`src/rtl/sr595_chain_ctrl.sv`:
```
// Daisy-chained 74HC595 driver: serialises a DW-bit word on DS/SHCP, pulses STCP, drives OE.
// Define SR595_PWM_EN to get OE brightness PWM driven by i_duty.
module sr595_chain_ctrl #(
    parameter int CHAIN     = 2,
    parameter int CLK_DIV   = 4,
    parameter int MSB_FIRST = 1,
    parameter int PWM_W     = 4
) (
    input  logic               clk,
    input  logic               rst_n,
    input  logic [8*CHAIN-1:0] i_data,
    input  logic               i_valid,
    output logic               o_ready,
    output logic               o_done,
    input  logic [PWM_W-1:0]   i_duty,
    output logic               o_stcp,
    output logic               o_shcp,
    output logic               o_ds,
    output logic               o_oe
);

    localparam int DW   = 8 * CHAIN;
    localparam int BITW = $clog2(DW);
    localparam int DIVW = $clog2(2 * CLK_DIV);
    localparam logic [BITW-1:0] BIT_LAST  = BITW'(DW - 1);
    localparam logic [DIVW-1:0] HALF_LAST = DIVW'(CLK_DIV - 1);
    localparam logic [DIVW-1:0] FULL_LAST = DIVW'(2 * CLK_DIV - 1);

    typedef enum logic [1:0] {IDLE, SHIFT, LATCH} state_t;

    state_t            state_q, state_d;
    logic [DW-1:0]     sr_q, sr_d;
    logic [BITW-1:0]   bit_q, bit_d;
    logic [DIVW-1:0]   div_q, div_d;
    logic              shcp_q, shcp_d;
    logic              stcp_q, stcp_d;
    logic              ds_q, ds_d;
    logic              done_q, done_d;
    logic              oe_q, oe_d;
    logic              first_q, first_d;

`ifdef SR595_PWM_EN
    logic [PWM_W-1:0]  cnt_q, cnt_d;
`else
    logic              unused_duty;
    assign unused_duty = ^i_duty;
`endif

    always_comb begin
        state_d = state_q;
        sr_d    = sr_q;
        bit_d   = bit_q;
        div_d   = div_q;
        shcp_d  = shcp_q;
        stcp_d  = stcp_q;
        ds_d    = ds_q;
        done_d  = 1'b0;
        first_d = first_q;

        case (state_q)
            IDLE: begin
                if (i_valid) begin
                    sr_d    = i_data;
                    ds_d    = (MSB_FIRST != 0) ? i_data[DW-1] : i_data[0];
                    bit_d   = '0;
                    div_d   = '0;
                    shcp_d  = 1'b0;
                    state_d = SHIFT;
                end
            end
            SHIFT: begin
                div_d = div_q + 1'b1;
                if (div_q == HALF_LAST) begin
                    shcp_d = 1'b1;
                end
                // End of a bit period: drop SHCP and present the next bit, or move to latch.
                if (div_q == FULL_LAST) begin
                    div_d  = '0;
                    shcp_d = 1'b0;
                    if (bit_q == BIT_LAST) begin
                        stcp_d  = 1'b1;
                        state_d = LATCH;
                    end else begin
                        bit_d = bit_q + 1'b1;
                        if (MSB_FIRST != 0) begin
                            sr_d = {sr_q[DW-2:0], 1'b0};
                            ds_d = sr_q[DW-2];
                        end else begin
                            sr_d = {1'b0, sr_q[DW-1:1]};
                            ds_d = sr_q[1];
                        end
                    end
                end
            end
            LATCH: begin
                div_d = div_q + 1'b1;
                if (div_q == HALF_LAST) begin
                    div_d   = '0;
                    stcp_d  = 1'b0;
                    done_d  = 1'b1;
                    first_d = 1'b1;
                    state_d = IDLE;
                end
            end
            default: state_d = IDLE;
        endcase

`ifdef SR595_PWM_EN
        cnt_d = cnt_q + 1'b1;
        oe_d  = first_d ? ~(cnt_q < i_duty) : 1'b1;
`else
        oe_d  = ~first_d;
`endif
    end

    // OE stays high (blanked) until the first complete word has been latched.
    always_ff @(posedge clk) begin
        if (!rst_n) begin
            state_q <= IDLE;
            sr_q    <= '0;
            bit_q   <= '0;
            div_q   <= '0;
            shcp_q  <= 1'b0;
            stcp_q  <= 1'b0;
            ds_q    <= 1'b0;
            done_q  <= 1'b0;
            oe_q    <= 1'b1;
            first_q <= 1'b0;
`ifdef SR595_PWM_EN
            cnt_q   <= '0;
`endif
        end else begin
            state_q <= state_d;
            sr_q    <= sr_d;
            bit_q   <= bit_d;
            div_q   <= div_d;
            shcp_q  <= shcp_d;
            stcp_q  <= stcp_d;
            ds_q    <= ds_d;
            done_q  <= done_d;
            oe_q    <= oe_d;
            first_q <= first_d;
`ifdef SR595_PWM_EN
            cnt_q   <= cnt_d;
`endif
        end
    end

    assign o_ready = (state_q == IDLE);
    assign o_done  = done_q;
    assign o_stcp  = stcp_q;
    assign o_shcp  = shcp_q;
    assign o_ds    = ds_q;
    assign o_oe    = oe_q;

endmodule

```
`config.mk`:
```
export PLATFORM = sky130hd
export DESIGN_NAME = sr595_chain_ctrl
export DESIGN_NICKNAME = d
export VERILOG_FILES = /design/src/rtl/sr595_chain_ctrl.sv
export SDC_FILE = /design/constraint.sdc
export NUM_CORES = 1
export LEC_CHECK = 0
export BUFFER_PORTS_ARGS = -buffer_cell sky130_fd_sc_hd__buf_2
export CORE_ASPECT_RATIO = 1.25
export CORE_UTILIZATION = 49
export DETAILED_ROUTE_END_ITERATION = 16
export GPL_TIMING_DRIVEN = 0
export PLACE_DENSITY = 0.75
export SETUP_SLACK_MARGIN = 0.15
export SLEW_MARGIN = 20
export SYNTH_ARGS = -nofsm -noshare
export SYNTH_HDL_FRONTEND = slang
export SYNTH_SLANG_ARGS = --single-unit
```
`constraint.sdc`:
```
create_clock -name clk -period 1.6 [get_ports clk]
set_input_delay 0.4 -clock clk [delete_from_list [all_inputs] [get_ports clk]]
set_output_delay 0.4 -clock clk [all_outputs]
set_load 0.02 [all_outputs]
```
After elaboration in Yosys (flattened, before gate mapping)

Cells that the tools add are included.

Register bits after elaboration: 30
Input bits: 23
Output and inout port bits: 6
Logic and storage cells: 66

Add/subtract/negate cells: 2
Equal/unequal tests: 11
Muxes and demuxes: 32
Bitwise operators: 1
Reductions and logical operators: 10

Operator list:

| operator              | count |
|---|---|
| $mux W15              | 3 |
| $pmux W15 S2          | 1 |
| $mux W1               | 12 |
| $mux W4               | 3 |
| $reduce_and A4 Y1     | 3 |
| $ne A2 B2 Y1 const B  | 5 |
| $mux W3               | 3 |
| $pmux W3 S3           | 1 |
| $mux W2               | 4 |
| $pmux W4 S2           | 1 |
| $pmux W1 S2           | 3 |
| $pmux W2 S3           | 1 |
| $add A4 B1 Y4 const B | 1 |
| $eq A4 B4 Y1 const B  | 1 |
| $reduce_and A2 Y1     | 2 |
| $reduce_bool A2 Y1    | 2 |
| $add A3 B1 Y3 const B | 1 |
| $eq A3 B2 Y1 const B  | 1 |
| $eq A3 B3 Y1 const B  | 1 |
| $ne A3 B3 Y1 const B  | 1 |
| $reduce_and A3 Y1     | 1 |
| $reduce_bool A3 Y1    | 1 |
| $eq A2 B1 Y1 const B  | 1 |
| $eq A2 B2 Y1 const B  | 1 |
| 2 further kinds       | 2 |

Longest topological paths before layout

Gate-level depths: netlist of run 1.

Word-level depth: 4
Mapped depth: 7
Depth with buffers taken out: 7

Least setup slack after synthesis of run 1

OpenSTA, ideal clock, no wires.

Path kind: reg-to-reg
Start: register state_q[0]
End: register sr_q[13]
Setup time: 0.081 ns
Data arrival time: 1.632 ns
Required time: 1.519 ns
Path slack: -0.113 ns
Cell stages (with the launch flop): 8
Path buffers: 1
Clock period less this slack: 1.713 ns
Cells stage by stage: dfxtp_1 > inv_1 > ha_1 > mux2i_1 > a211oi_2 > buf_2 > nor2_1 > a211oi_2

Word-level cells in the longest chain between the ends: 3
Elaborated cells between the ends (all ways): 8
Those cells by class: eq/ne: 4; mux: 1; reduce/logical: 3

Ends and longest elaborated chain:

| what                                                         | line | RTL |
|---|---|---|
| start, declared                                              | 31   | `state_t state_q, state_d;` |
| start signal, assigned                                       | 133  | `state_q <= state_d;` |
| $logic_not A2 Y1 (*)                                         | -    |  |
| via o_ready                                                  | 13   | `output logic o_ready,` |
| $ne A2 B2 Y1 (no line) or $reduce_bool A2 Y1 (tied branches) | -    |  |
| $reduce_and A4 Y1 (no line)                                  | -    |  |
| end signal, assigned                                         | 134  | `sr_q <= sr_d;` |
| end, declared                                                | 32   | `logic [DW-1:0] sr_q, sr_d;` |

The timed path passes the listed nets; every way through them passes the cells marked *.
A chain may end at the register's enable or synchronous reset.

Final worst setup path of run 1

Start: register state_q[1]
End: register bit_q[1]

Word-level cells in the longest chain between the ends: 3
Elaborated cells between the ends (all ways): 8
Those cells by class: eq/ne: 4; mux: 1; reduce/logical: 3

Ends and longest elaborated chain:

| what                                                         | line | RTL |
|---|---|---|
| $eq A2 B1 Y1 or $logic_not A2 Y1 (tied branches)             | 60   | `case (state_q)` |
| $ne A2 B2 Y1 (no line) or $reduce_bool A2 Y1 (tied branches) | -    |  |
| $reduce_and A4 Y1 (no line)                                  | -    |  |
| end signal, assigned                                         | 135  | `bit_q <= bit_d;` |
| end, declared                                                | 33   | `logic [BITW-1:0] bit_q, bit_d;` |

Several ways; a longest one is shown, not always the timed one.

==> results of run 1 <==
==> area by class of cell <==
cell class                 instances  area (µm²)  area share, %
buffer                             8       67.56          3.360
clock buffer                       6       51.30          2.551
inverter                           9       38.79          1.929
multi-input combinational        114       972.2          48.35
sequential                        30       610.6          30.37
tap                               36       45.04          2.240
timing repair buffer              37       225.2          11.20
==> routing by layer <==
layer	track usage, %	vias up	routed length, µm	share of wire (%)
met2	44.07	40	1867	53
met3	6.573	7	167	4.7
met4	7.566	0	25	0.71
met5	0	-	0	0
met1	23.51	651	1470	42
li1	-	654	-	-
==> where the power goes <==
part           leakage, nW  total [mW]  switching [mW]  internal [mW]
clock network       0.0302       0.443           0.246          0.198
logic                0.508        1.66           0.867          0.791
registers            0.248        1.05           0.123          0.925
==> per-stage QoR <==
step / std cells / utilization [%] / instance area (µm²) / hold slack [ns]
floorplan: 161 / - / 1584 / 0.4457
global placement: 221 / 58.84 / 1749 / 0.4541
detailed placement: 221 / 58.84 / 1749 / 0.4662
CTS: 238 / 66.84 / 1987 / 0.3425
global route: 240 / 67.63 / 2011 / 0.3408
finish: 240 / 67.63 / 2011 / 0.3391
==> registers in the layout (all words and copies together) (netlist names) <==
name,flops
bit_q,4
div_q,3
first_q,1
o_done,1
o_ds,1
o_oe,1
o_shcp,1
o_stcp,1
sr_q,15
state_q,2
==> cell families after synthesis <==
logic type | after synthesis | synth area share [%]
buf+inv | 17 | 4.934
simple gates | 51 | 16.91
flops | 30 | 38.84
fa+ha+maj | 9 | 7.282
mux | 17 | 11.00
compound gates | 37 | 21.04
==> path summary, 6_finish.rpt <==
path,start,endpoint,cells past startpoint
max,state_q[1]$_SDFFE_PN0P_,bit_q[1]$_SDFFE_PN0P_,8
min reg2reg,sr_q[0]$_SDFFE_PN0P_,sr_q[0]$_SDFFE_PN0P_,2
max reg2reg,state_q[1]$_SDFFE_PN0P_,bit_q[1]$_SDFFE_PN0P_,8
min,i_data[0],sr_q[0]$_SDFFE_PN0P_,3
==> critical path: stages (launching register included) <==
cell and delay [ns]:
dfxtp_4 0.37, inv_4 0.08, ha_4 0.17, mux2i_4 0.32, a211oi_4 0.06, buf_6 0.14
buf_4 0.13, nand2b_1 0.13, a21oi_1 0.13
==> layout by cell type, fill, tap and decap left out, types with 2 or more instances in the layout <==
| cell type | n |
|---|---|
| nor2_1 | 10 |
| dfxtp_1 | 26 |
| nand2_1 | 7 |
| mux2i_1 | 16 |
| nand4b_1 | 2 |
| nor2_2 | 11 |
| ha_1 | 4 |
| a211oi_2 | 15 |
| buf_4 | 12 |
| dfxtp_4 | 2 |
| inv_1 | 6 |
| a21oi_2 | 3 |
| ha_2 | 3 |
| clkbuf_4 | 6 |
| dfxtp_2 | 2 |
| nand2b_1 | 6 |
| inv_4 | 2 |
| o21ai_0 | 3 |
| a21oi_1 | 9 |
| buf_6 | 6 |
| buf_2 | 24 |
| ha_4 | 2 |
==> repair_timing <==
action                     in CTS  in global routing
gates resized for setup        33                  4
gates cloned                    2                  0
setup endpoints to repair      27                 27
pin swaps                      18                  2
buffers inserted                9                  2
==> results.py, run 1 <==
metrics = {
    "outcome": {
        "outcome": "finished, final reports clean",
    },
    "setup_path": {
        "startpoint_type": "register",
        "required_ns": 1.86,
        "critPathMaxFanout": 4,
        "worstSetupPathType": "reg -> reg",
        "rrSetupSlack_ns": 0.01,
        "cp.arrival_ns": 1.85,
        "end_kind": "register",
    },
    "timing": {
        "finalSetupTns_ns": 0,
        "fmaxAchievable_ghz": 0.6296,
        "rsz0062_at_grt": "true",
        "worst_slew_pin_slew_ns": 0.7042,
        "post-route-min-period_ns": 1.588,
        "setup_violations": 0,
        "fin_worst_skew_ns": 0.005315,
        "maxSlewHeadroom_pct": 53.05,
        "worst_slack_ns": 0.01178,
        "final_max_slew_viol_count": 0,
        "period_share_pct": 99.26,
        "hold_violations": 0,
    },
    "global_routing": {
        "track_usage_pct": 23.27,
        "grt_max_degree": 11,
        "grt_pass1_vias": 1345,
        "antenna_found_initial": 0,
        "grt_pass1_wl_mm": 5.802,
        "grt_overflow": 0,
    },
    "yosys": {
        "synth_edf_count": 0,
        "async_flop_share_pct": 0,
        "synth.cell_area_um2": 1546,
        "yosys-top-cells-area": "dfxtp_1 39%, a211oi_2 13%, mux2i_1 11%",
        "synth-seq-cells": 30,
        "yosysTopAreaCell": "dfxtp_1",
        "yosysMostFrequentCell": "dfxtp_1",
        "ys_seq_area_share_pct": 38.83,
        "synth_top_area_share_pct": 38.83,
        "synthTopCellsByCount": "30 x dfxtp_1, 21 x nor2_1, 17 x mux2i_1",
        "synth_nets": 193,
        "syn_area_per_cell_um2": 9.605,
        "synthFlopType": "dfxtp_1",
        "synthDistinctLibCells": 34,
        "postSynthCellCount": 161,
        "synth_warnings": 0,
    },
    "placed_design": {
        "dpl_worst_slack_ns": -0.1572,
        "port_buffers": 24,
        "hpwl_mm": 2.326,
        "gp_congestion": 0.7319,
    },
    "clock_tree": {
        "cts_tree": "built",
        "clk_pin_slew_worst_paths_ns": 0.09,
        "worst_skew_pair.late_latency_ns": 0.32,
        "ctsLongestPathBuffers": 2,
        "cts_buffers": 5,
        "clkSinkCount": 30,
        "htreeDepth": 2,
        "cts-root-buf": "clkbuf_4",
        "postCtsHoldBufs": 0,
    },
    "route": {
        "drt_wl_total_mm": 3.530,
        "routed_via_density": 5.633,
        "first_iter_violations": 34,
        "vias": 1352,
        "drc": 0,
        "ant_nets": 0,
        "wire_per_inst_um": 14.71,
        "first_pass_iters": 5,
    },
    "power_and_ir_drop": {
        "p_total_mw": 3.149,
        "power_density_nw_per_um2": 1566,
        "p_leak_nw": 0.7866,
        "peakVddDrop_mv": 0.7984,
    },
    "job": {
        "drv_cap": 0,
    },
    "floorplanning": {
        "die_w_um": 52.25,
        "die_h_um": 64.81,
        "io-pin-count": 29,
        "die_area_um2": 3386,
        "start_util_pct": 52.02,
        "fp-row-count": 22,
        "core_area_um2": 2973,
    },
    "hold_path": {
        "hp-class": "in -> reg",
    },
    "layout": {
        "layout-drive-gt1-share_pct": 47.06,
        "num-fill-cells": 248,
        "areaGrowthSynthToFinish_pct": 30.02,
        "nNetsFinal": 237,
        "diodes": 0,
    },
}
Power figures use the tool's default switching activity.
==> run 2, diff against run 1 <==
- CORE_UTILIZATION: 49 -> 48
- PLACE_DENSITY: 0.75 -> 0.73
==> run 2 against run 1 <==
The run now ends with setup timing left. Design area grew 5.8%. Power is 7.2% higher. Core utilization rose by 3.3 points. Critical path depth unchanged. Highest routed layer unchanged.
==> results.py, run 2 (synthesis results as in run 1) <==
metrics = {
    "clock_tree": {
        "cts-root-buf": "clkbuf_4",
        "worst_skew_pair.late_latency_ns": 0.33,
        "cts_buffers": 5,
        "clk_pin_slew_worst_paths_ns": 0.10,
        "ctsLongestPathBuffers": 2,
        "postCtsHoldBufs": 0,
        "cts_tree": "built",
        "clkSinkCount": 30,
        "htreeDepth": 2,
    },
    "global_routing": {
        "grt_pass1_wl_mm": 5.630,
        "grtUsageMet2_pct": 40.03,
        "grt_util_met3_pct": 6.250,
        "track_usage_pct": 22.50,
        "grt_pass1_vias": 1310,
        "grt_max_degree": 11,
        "antenna_found_initial": 0,
        "top_usage_layer": "met2",
        "grt_overflow": 0,
        "grt_use_met1_pct": 24.78,
    },
    "setup_path": {
        "cp.arrival_ns": 1.87,
        "end_kind": "register",
        "worstSetupPathType": "reg -> reg",
        "required_ns": 1.85,
        "critPathMaxFanout": 7,
        "startpoint_type": "register",
    },
    "layout": {
        "layout_commonest_cell": "dfxtp_1",
        "top_regs": "sr_q: 15 flops, bit_q: 4 flops, div_q: 3 flops",
        "final_cell_mix": "24 x dfxtp_1, 23 x buf_2, 16 x mux2i_1, 15 x a211oi_2, 14 x nor2_1",
        "areaGrowthSynthToFinish_pct": 37.62,
        "regMostFlops": "sr_q",
        "final_cells": 246,
        "nNetsFinal": 241,
        "diodes": 0,
        "largest_register_ffs": 15,
        "layout-drive-gt1-share_pct": 49.52,
    },
    "power_and_ir_drop": {
        "comb_power_share_pct": 55.2,
        "intPower_mw": 2.103,
        "peakVddDrop_mv": 1.305,
        "p_seq_share_pct": 30.9,
        "p_leak_nw": 0.8400,
        "p_sw_mw": 1.272,
        "clockPowerShare_pct": 13.9,
        "power_density_nw_per_um2": 1586,
        "p_total_mw": 3.375,
        "swShare_pct": 37.68,
    },
    "placed_design": {
        "place_inst": 221,
        "port_buffers": 24,
        "dpl_worst_slack_ns": -0.1290,
        "gp_congestion": 0.7804,
        "hpwl_mm": 2.290,
    },
    "outcome": {
        "outcome": "finished with violations",
        "failed_checks": "setup timing",
    },
    "job": {
        "drv_cap": 0,
    },
    "timing": {
        "worst_slack_ns": -0.01305,
        "setup_violations": 4,
        "maxSlewHeadroom_pct": 54.06,
        "period_share_pct": 100.8,
        "rsz0062_at_grt": "true",
        "post-route-min-period_ns": 1.613,
        "final_max_slew_viol_count": 0,
        "hold_violations": 0,
        "fin_worst_skew_ns": 0.008481,
        "holdWs_ns": 0.3286,
        "worst_slew_pin_slew_ns": 0.6891,
        "fmaxAchievable_ghz": 0.6199,
    },
    "route": {
        "drt_wl_total_mm": 3.531,
        "ant_nets": 0,
        "drc": 0,
        "vias": 1350,
        "routed_via_density": 5.488,
        "wire_per_inst_um": 14.35,
        "first_pass_iters": 4,
        "first_iter_violations": 20,
    },
    "floorplanning": {
        "fp-row-count": 22,
        "die_area_um2": 3454,
        "start_util_pct": 51.54,
        "io-pin-count": 29,
        "die_w_um": 52.77,
        "die_h_um": 65.46,
        "core_area_um2": 3000,
    },
    "hold_path": {
        "hp-class": "in -> reg",
    },
}
## run 2: changes by cell type in the layout (fill, tap and decap cells not counted), moves of 2 or more
cell / previous run / this run
nor2_2: 11 / 6
inv_2: 0 / 2
ha_1: 4 / 2
ha_4: 2 / 4
buf_8: 0 / 2
nor2_1: 10 / 14
dfxtp_1: 26 / 24
inv_1: 6 / 4
## run 2: cell type report
type,count,area (µm²)
plain buffers,8,75.07
clock buffers,7,55.05
clock inverters,1,5.005
fillers,207,872.1
inverters,9,38.79
multi-input cells,114,1012
flip-flops and latches,30,615.6
well taps,36,45.04
repair buffers,41,281.5
## run 2: layer usage
| metal | wire length (µm) | part of all wire, % |
|---|---|---|
| met5 | 0 | 0 |
| met4 | 74 | 2.1 |
| met3 | 149 | 4.2 |
| met2 | 1907 | 54 |
| met1 | 1400 | 40 |
## run 2: power by group through the flow
stage                     combinational (mW)  clock (mW)  sequential, mW
after global placement                  1.28           0            1.02
after CTS                               1.72       0.481            1.03
after detailed placement                1.32           0            1.03
final                                   1.86       0.470            1.04
after floorplan                         1.07           0            1.03
after global routing                    2.00       0.507            1.06
## run 2: worst max-delay path, stage by stage (launching register included)
cell and delay, ns:
dfxtp_4 0.37, inv_4 0.08, ha_4 0.17, mux2i_4 0.29
a211oi_4 0.07, buf_6 0.14, buf_8 0.13, buf_12 0.12
a211oi_2 0.17
## run 2: worst paths after layout
check	startpoint	end	slack [ns]	cells after the start
worst min register to register	sr_q[0]$_SDFFE_PN0P_	sr_q[0]$_SDFFE_PN0P_	0.48	2
worst max-delay path	state_q[0]$_SDFFE_PN0P_	sr_q[11]$_SDFFE_PN0P_	-0.01	8
worst min-delay path	i_data[0]	sr_q[0]$_SDFFE_PN0P_	0.33	3
worst max register to register	state_q[0]$_SDFFE_PN0P_	sr_q[11]$_SDFFE_PN0P_	-0.01	8
## run 2: metrics by stage
stage	utilization, %	setup TNS (ns)	cell area, µm²
2_1_floorplan	-	0	1584
3_3_place_gp	58.30	-0.7835	1749
3_5_place_dp	58.30	-1.481	1749
4_1_cts	68.02	0	2041
5_1_grt	70.93	-0.6362	2128
6_report	70.93	-0.03184	2128
## run 2: repair_timing
| action | in CTS | in global routing |
|---|---|---|
| gates resized for setup | 34 | 17 |
| cloned | 1 | 0 |
| endpoints found under the setup margin | 27 | 26 |
| pin swaps | 19 | 5 |
| buffers inserted | 13 | 3 |
==> run 3, diff against run 2 <==
- PLACE_DENSITY: 0.73 -> 0.71
- clock period: 1.6 -> 1.5 ns (I/O delays scaled with it)
==> run 3 against run 2 <==
Maximum frequency fell by 1.0%. Sequential cell count did not move. Clock power rose by 10%. Die area did not move. Setup slack got worse by 0.12 ns. Design area rose by 1.9%. Critical endpoint is now sr_q[9]$_SDFFE_PN0P_. First-iteration DRC count rose by 85%. The flow still finishes with violations (setup timing). Highest routed layer unchanged.
==> results.py, run 3 (synthesis results as in run 1) <==
metrics = {
    "placed_design": {
        "port_buffers": 24,
        "dpl_worst_slack_ns": -0.2007,
        "hpwl_mm": 2.269,
        "gp_congestion": 0.7967,
        "postPlaceCellArea_um2": 1755,
    },
    "layout": {
        "diodes": 0,
        "largest_register_ffs": 15,
        "areaGrowthSynthToFinish_pct": 40.21,
        "top_regs": "sr_q: 15 flops, bit_q: 4 flops, div_q: 3 flops",
        "postLayoutCellArea_um2": 2168,
        "regMostFlops": "sr_q",
        "multi_input_area_um2": 1040,
        "seqCellArea_um2": 613.1,
        "layout-drive-gt1-share_pct": 50.48,
        "layout_commonest_cell": "dfxtp_1",
        "nNetsFinal": 241,
        "final_cell_mix": "24 x dfxtp_1, 23 x buf_2, 16 x mux2i_1, 16 x a211oi_2, 13 x nor2_1",
        "num-fill-cells": 213,
    },
    "hold_path": {
        "hp-class": "in -> reg",
    },
    "power_and_ir_drop": {
        "peakVddDrop_mv": 1.090,
        "p_total_mw": 3.705,
        "p_leak_nw": 0.8501,
        "power_density_nw_per_um2": 1709,
    },
    "clock_tree": {
        "cts_tree": "built",
        "postCtsHoldBufs": 0,
        "clkSinkCount": 30,
        "ctsLongestPathBuffers": 2,
        "clk_pin_slew_worst_paths_ns": 0.11,
        "cts-root-buf": "clkbuf_4",
        "worst_skew_pair.late_latency_ns": 0.34,
        "cts_buffers": 5,
        "htreeDepth": 2,
    },
    "floorplanning": {
        "start_util_pct": 51.54,
        "fp-row-count": 22,
        "die_area_um2": 3454,
        "io-pin-count": 29,
        "core_area_um2": 3000,
        "die_w_um": 52.77,
        "die_h_um": 65.46,
    },
    "global_routing": {
        "grt_max_degree": 11,
        "grt_pass1_vias": 1382,
        "grtUsageMet2_pct": 40.82,
        "grt_pass1_wl_mm": 5.968,
        "track_usage_pct": 23.34,
        "grt_use_met1_pct": 25.18,
        "top_usage_layer": "met2",
        "antenna_found_initial": 0,
        "grt_util_met3_pct": 5.324,
        "grt_overflow": 0,
    },
    "route": {
        "drt_wl_total_mm": 3.553,
        "vias": 1343,
        "ant_nets": 0,
        "drc": 0,
        "wire_per_inst_um": 14.44,
        "first_pass_iters": 4,
        "first_iter_violations": 37,
        "routed_via_density": 5.459,
    },
    "timing": {
        "worst_slack_ns": -0.1299,
        "setup_violations": 24,
        "maxSlewHeadroom_pct": 55.67,
        "final_max_slew_viol_count": 0,
        "rsz0062_at_grt": "true",
        "fmaxAchievable_ghz": 0.6135,
        "fin_worst_skew_ns": 0.01735,
        "worst_slew_pin_slew_ns": 0.6650,
        "post-route-min-period_ns": 1.630,
        "period_share_pct": 108.7,
        "hold_violations": 0,
    },
    "outcome": {
        "failed_checks": "setup timing",
        "outcome": "finished with violations",
    },
    "setup_path": {
        "worstSetupPathType": "reg -> reg",
        "critPathMaxFanout": 8,
        "startpoint_type": "register",
        "cp.arrival_ns": 1.84,
        "end_kind": "register",
        "required_ns": 1.71,
    },
    "job": {
        "drv_cap": 0,
    },
}
-- run 3: repair_timing --
action,in CTS,in global routing
setup buffers,11,5
gates resized for setup,38,15
pin swaps,20,7
cloned,1,0
setup endpoints to repair,27,28
-- run 3: metal layers --
| metal | vias up | part of all wire (%) |
|---|---|---|
| met2 | 32 | 53 |
| met1 | 633 | 42 |
| li1 | 668 | - |
| met5 | - | 0 |
| met3 | 10 | 3.8 |
| met4 | 0 | 2.1 |
-- run 3: report_power, final --
| part | internal, mW | total [mW] | switching, mW |
|---|---|---|---|
| sequential | 0.988 | 1.12 | 0.128 |
| combinational | 1.08 | 2.07 | 0.997 |
| clock | 0.225 | 0.518 | 0.292 |
-- run 3: critical path: stages, from the launching register on --
cell and delay [ns]:
dfxtp_4 0.38, inv_4 0.05, ha_4 0.19, and4_4 0.22, a211oi_4 0.22, buf_6 0.17
buf_8 0.14, buf_12 0.11, a211oi_2 0.05
-- run 3: area by class of cell --
cell class                      count  share of cell area [%]
Timing Repair Buffer               41                   13.33
Tap cell                           36                   2.077
Sequential cell                    30                   28.27
Multi-Input combinational cell    114                   47.95
Clock buffer                        6                   2.366
Clock inverter                      2                  0.5770
Inverter                            9                   1.789
Buffer                              8                   3.635
-- run 3: final timing paths --
kind / from / end / slack, ns / cells past startpoint
setup / recovery: state_q[1]$_SDFFE_PN0P_ / sr_q[9]$_SDFFE_PN0P_ / -0.13 / 8
hold / removal: rst_n / o_stcp$_SDFFE_PN0P_ / 0.32 / 3
setup reg to reg: state_q[1]$_SDFFE_PN0P_ / sr_q[9]$_SDFFE_PN0P_ / -0.13 / 8
hold reg to reg: sr_q[0]$_SDFFE_PN0P_ / sr_q[0]$_SDFFE_PN0P_ / 0.47 / 2
-- run 3: stage by stage --
step	hold WS, ns	TNS [ns]	utilization [%]	instances
5_1_grt	0.3408	-3.266	72.27	246
2_1_floorplan	0.4457	-0.5482	-	161
3_5_place_dp	0.4605	-3.009	58.51	221
6_report	0.3176	-2.167	72.27	246
3_3_place_gp	0.4564	-2.515	58.51	221
4_1_cts	0.3094	-1.287	68.85	241
